**config.mk**
```make
export PLATFORM = sky130hd
export DESIGN_NAME = pcm_dac_i2s_master
export DESIGN_NICKNAME = d
export VERILOG_FILES = /design/src/rtl/pcm_dac_i2s_master.sv
export SDC_FILE = /design/constraint.sdc
export NUM_CORES = 1
export LEC_CHECK = 0
export ABC_CLOCK_PERIOD_IN_PS = 3150
export CAP_MARGIN = 20
export CORE_UTILIZATION = 55
export CTS_CLUSTER_DIAMETER = 40
export CTS_CLUSTER_SIZE = 12
export DETAILED_ROUTE_END_ITERATION = 6
export GPL_ROUTABILITY_DRIVEN = 0
export HOLD_SLACK_MARGIN = 0.12
export PLACE_DENSITY = 0.77
export RECOVER_POWER = 50
export SETUP_SLACK_MARGIN = 0.02
export SLEW_MARGIN = 5
export SYNTH_ARGS = -nofsm -noshare
export SYNTH_HDL_FRONTEND = slang
export SYNTH_SLANG_ARGS = --single-unit
```
**constraint.sdc**
```tcl
create_clock -name clk_40MHz -period 3.15 [get_ports clk_40MHz]
set_input_delay 0.945 -clock clk_40MHz [delete_from_list [all_inputs] [get_ports clk_40MHz]]
set_output_delay 0.945 -clock clk_40MHz [all_outputs]
set_load 0.01 [all_outputs]
```
**src/rtl/pcm_dac_i2s_master.sv**
```systemverilog
// pcm_dac_i2s_master: I2S master DAC transmitter; define PCM_DAC_UNDERRUN_MUTE_EN to mute instead of repeat on underrun
module pcm_dac_i2s_master #(
  parameter int BCK_HALF  = 4,
  parameter int SLOT_BITS = 32,
  parameter int DATA_BITS = 24
) (
  input  logic                 clk_40MHz,
  input  logic                 reset,
  input  logic [DATA_BITS-1:0] left_in,
  input  logic [DATA_BITS-1:0] right_in,
  input  logic                 sample_valid,
  output logic                 sample_ready,
  output logic                 scki,
  output logic                 bck,
  output logic                 lrck,
  output logic                 dout,
  output logic                 frame_start,
  output logic                 underrun
);
  localparam int FRAME = 2 * SLOT_BITS;
  localparam int FW    = $clog2(FRAME);
  localparam int DW    = (BCK_HALF > 1) ? $clog2(BCK_HALF) : 1;
  logic [DW-1:0]          r_div;
  logic [FW-1:0]          r_fbit;
  logic                   r_full;
  logic [2*DATA_BITS-1:0] r_hold, r_shift, r_last;
  logic                   w_tick, w_fall, w_load, w_accept, w_right, w_on, w_bit;
  logic [FW-1:0]          w_nbit, w_slot, w_idx;
  logic [DATA_BITS-1:0]   w_ch;
  assign sample_ready = ~r_full;
  always_comb begin
    w_tick   = r_div == DW'(BCK_HALF - 1);
    w_fall   = w_tick && bck;
    w_nbit   = (r_fbit == FW'(FRAME - 1)) ? '0 : r_fbit + 1'b1;
    w_right  = w_nbit >= FW'(SLOT_BITS);
    w_slot   = w_right ? w_nbit - FW'(SLOT_BITS) : w_nbit;
    w_on     = (w_slot != '0) && (w_slot <= FW'(DATA_BITS));
    w_idx    = FW'(DATA_BITS) - w_slot;
    w_ch     = w_right ? r_shift[DATA_BITS-1:0] : r_shift[2*DATA_BITS-1:DATA_BITS];
    w_bit    = |(w_ch & (DATA_BITS'(1) << w_idx));
    w_load   = w_fall && (w_nbit == '0);
    w_accept = sample_valid && !r_full;
  end
  always_ff @(posedge clk_40MHz) begin
    if (reset) begin
      scki        <= 1'b0;
      bck         <= 1'b0;
      lrck        <= 1'b1;
      dout        <= 1'b0;
      frame_start <= 1'b0;
      underrun    <= 1'b0;
      r_div       <= '0;
      r_fbit      <= FW'(FRAME - 1);
      r_full      <= 1'b0;
      r_hold      <= '0;
      r_shift     <= '0;
      r_last      <= '0;
    end else begin
      scki        <= ~scki;
      r_div       <= w_tick ? '0 : r_div + 1'b1;
      bck         <= w_tick ? ~bck : bck;
      frame_start <= w_load;
      underrun    <= w_load && !r_full;
      if (w_fall) begin
        r_fbit <= w_nbit;
        lrck   <= w_right;
        dout   <= w_on && w_bit;
      end
      // an underrun load takes nothing from holding, so the same edge may still accept
`ifdef PCM_DAC_UNDERRUN_MUTE_EN
      if (w_load) r_shift <= r_full ? r_hold : '0;
`else
      if (w_load) r_shift <= r_full ? r_hold : r_last;
`endif
      if (w_load && r_full) begin
        r_last <= r_hold;
        r_hold <= '0;
        r_full <= 1'b0;
      end else if (w_accept) begin
        r_hold <= {left_in, right_in};
        r_full <= 1'b1;
      end
    end
  end
endmodule

```
==> summary.md <==
| Metric | Value |
|---|---|
| Run status | `finished with violations` |
| Failing checks | `design-rule violations, max-capacitance violations, max-slew violations` |
| Final Cell Area | `just under 8000 um^2` |
| Biggest area consumer among synthesized cells | `dfxtp_1` |
| Worst Path Max Fanout | `49` |
| WS Path Type | `flop to flop` |
| Psw | `just under 0.001 W` |
| Clock share of power | `47.0%` |
| Slew headroom | `-35.2%` |
| Top Ports | `58` |
| Post-synth net total | `841` |
| FF+latch count, synth | `159` |
| Flop pwr share | `a little under half` |
| # DRC | `3` |
| CP Launch Type | `flop` |
| Avg WL per Cell | `about 15 um` |
| Netlist cell types | `48` |
| Leak | `between 2 and 3 nW` |
| Hold_buf cts | `0` |
| Fraction of registers with async set/reset | `0%` |
| TritonCTS clock tree | `yes` |
| Area contributors post-synth | `dfxtp_1 48%, nand2_1 12%, mux2i_1 8.0%` |
| ANT nets after route | `0` |
| Nets | `864` |
| Maximum buffer depth of the clock tree | `2` |
| Initial core utilization | `57.2%` |
| Post-DP HPWL | `8880 um` |
| Most common cell in the netlist | `nand2_1` |
| Max cap viols | `1` |
| Routed vias/inst | `5.71` |
| RSZ-0062 raised after global routing | `false` |
| Endpoint type of the worst setup path | `flop` |
| Mean Syn Cell Area | `8.44 um^2` |
| Slew @ Worst Pin | `approximately 2 ns` |
| First-pass GRT wire length | `24600 um` |
| Initial antenna violation count | `0` |
| Synth Instances | `784` |
| Worst-Skew Late Latency | `around 0.42 ns` |
| Vias in the first global route | `5194` |
| Core ar. | `between 10000 and 15000 um^2` |
| Ant. Diodes | `0` |
| Final worst-path cycle share | `~84%` |
| DP Area | `7160 um^2` |
| WP buf/inv | `1` |
| Total CTS buffers | `17` |
| Clock sink count | `159` |
| Worst path slowest cell | `clkbuf_2` |
| Setup violations, final | `0` |
| Setup repair bufs after CTS | `0` |
| P&R area growth vs syn | `17.4%` |
| Final Slew Violations | `103` |
| DR pass1 iterations | `7` |
| Post-synth top flop | `dfxtp_1` |
| Commonest cells post-synth | `206 x nand2_1, 159 x dfxtp_1, 104 x a21oi_1` |
| Ys Warns | `0` |
| H-tree depth | `4` |
| Seq/Total Area, Yosys | `between 40 and 50%` |
| Cell Pwr Density | `576 nW/um^2` |
| Setup_tns | `0 ns` |
| Grt total ovfl | `0` |
| Die height | `112 um` |
| Largest net degree at the start of global routing | `slightly above 100` |
| WP data required | `3.40 ns` |
| Post-synth top area share | `just under 50%` |
| Combinational power share | `6.1%` |
| Iter 0 DRT Violations | `368` |
| Tmin final | `2.64 ns` |
| Via count | `between 5000 and 6000` |
| Fill cell total of the finished layout | `932` |
| Cell Rows | `39` |
| Drt total wl | `14400 um` |
| Worst path most repeated cell | `nand2_1` |
| CP cell instances | `ha_1 > nand2_1 > nor2_1 > nand3_1 > nand2_1 > clkbuf_2 > a21oi_1` |
| Switch share | `a little over a fifth` |
| Post-synth EDFFs | `0` |
| Mapped Area | `6610 um^2` |
| Die X | `approximately 110 um` |
| CP top delay family | `simple AND/OR/NAND/NOR gates` |
| Post-CTS sizing | `0` |
| Fin. Hold Viols | `0` |
| Crit-path max cell delay | `between 0.7 and 0.8 ns` |
| Root Driver | `clkbuf_16` |
| CTS clk-pin slew, worst paths | `around 0.06 ns` |
| GR Util All Layers | `24.5%` |
| CP arrival | `2.89 ns` |
| I/O Buffers | `57` |
| Worst hold path type | `flop to flop` |
| Worst Skew | `roughly 0.0056 ns` |
| Post-layout util | `approximately two thirds` |
| P_int | `0.00351 W` |
| Die ar. | `12500 um^2` |
| Share of cells above drive strength 1 | `6.59%` |
| Fmax | `379 MHz` |
| Peak supply drop | `0.320 mV` |
[cell families after synthesis]
| group | count (synthesis) | synth area share (%) |
|---|---|---|
| simple gates | 292 | 17.6 |
| compound gates | 195 | 18.5 |
| flops | 159 | 48.1 |
| buf+inv | 69 | 4.94 |
| mux | 58 | 9.04 |
| fa+ha+maj | 6 | 1.14 |
| xor+xnor | 5 | 0.662 |
[layer usage]
| metal | vias to the layer above | routed length [um] | GRT usage, % |
|---|---|---|---|
| li1 | 2741 | - | - |
| met2 | 142 | 6860 | 40.7 |
| met3 | 19 | 716 | 5.66 |
| met5 | - | 0 | 0 |
| met1 | 2601 | 6600 | 30.7 |
| met4 | 0 | 262 | 9.64 |
[per-stage QoR]
| stage | setup slack [ns] | total power, W | cells | hold slack (ns) |
|---|---|---|---|---|
| finish | 0.509 | 0.00448 | 963 | 0.407 |
| detailed placement | 0.662 | 0.00242 | 931 | 0.408 |
| global placement | 0.779 | 0.00241 | 931 | 0.399 |
| floorplan | 1.10 | 0.00230 | 784 | 0.404 |
| global route | 0.251 | 0.00463 | 963 | 0.422 |
| CTS | 0.641 | 0.00451 | 963 | 0.416 |
[registers in the layout (all words and copies together), names as in the netlist, 2 cells and up]
| name | count |
|---|---|
| r_div | 2 |
| r_hold | 48 |
| r_fbit | 6 |
| r_last | 48 |
| r_shift | 48 |
[final timing paths]
path | startpoint | end | slack, ns | depth (start not counted)
hold / removal | scki$_SDFF_PP0_ | scki$_SDFF_PP0_ | 0.41 | 1
setup reg to reg | r_div[0]$_SDFF_PP0_ | r_hold[45]$_SDFFE_PP0P_ | 0.51 | 7
setup / recovery | r_div[0]$_SDFF_PP0_ | r_hold[45]$_SDFFE_PP0P_ | 0.51 | 7
hold reg to reg | scki$_SDFF_PP0_ | scki$_SDFF_PP0_ | 0.41 | 1
[placed cells by master, fill, tap and decap left out, types with 2 or more instances in the layout]
cell / n
nand2_1: 206
dfxtp_1: 158
a21oi_1: 104
nor2_1: 58
mux2i_1: 53
a211oi_1: 51
clkdlybuf4s50_1: 49
clkbuf_16: 17
nand3_1: 11
a22oi_1: 10
dlygate4sd3_1: 7
inv_1: 6
ha_1: 6
clkinv_2: 6
buf_4: 6
o21ai_0: 5
and3_1: 4
xnor2_1: 4
mux2_2: 4
a221oi_1: 4
clkbuf_8: 4
bufinv_16: 3
nor3_1: 2
o31ai_1: 2
nand4_1: 2
a21o_1: 2
a21boi_0: 2
a32oi_1: 2
and2_1: 2
clkbuf_2: 2
buf_12: 2
[power groups by stage]
stage	registers, W	clock network [W]	logic (W)
6_report	0.00210	0.00210	0.000275
4_1_cts	0.00210	0.00213	0.000279
2_1_floorplan	0.00213	0	0.000171
3_3_place_gp	0.00214	0	0.000270
3_5_place_dp	0.00214	0	0.000277
5_1_grt	0.00210	0.00223	0.000303
[worst register-to-register path, cell delays in order, from the launching register on]
cell	delay [ns]
dfxtp_1	0.33
ha_1	0.26
nand2_1	0.29
nor2_1	0.40
nand3_1	0.15
nand2_1	0.12
clkbuf_2	0.77
a21oi_1	0.15
[area by class of cell]
class	instances	area [um^2]	area share, %
timing repair buffer	67	659	8.49
sequential	159	3180	41.0
tap	143	179	2.30
inverter	6	22.5	0.290
clock inverter	11	136	1.76
clock buffer	21	480	6.19
multi-input combinational	556	3110	40.0
No activity file was read; power rests on OpenSTA's default activity.
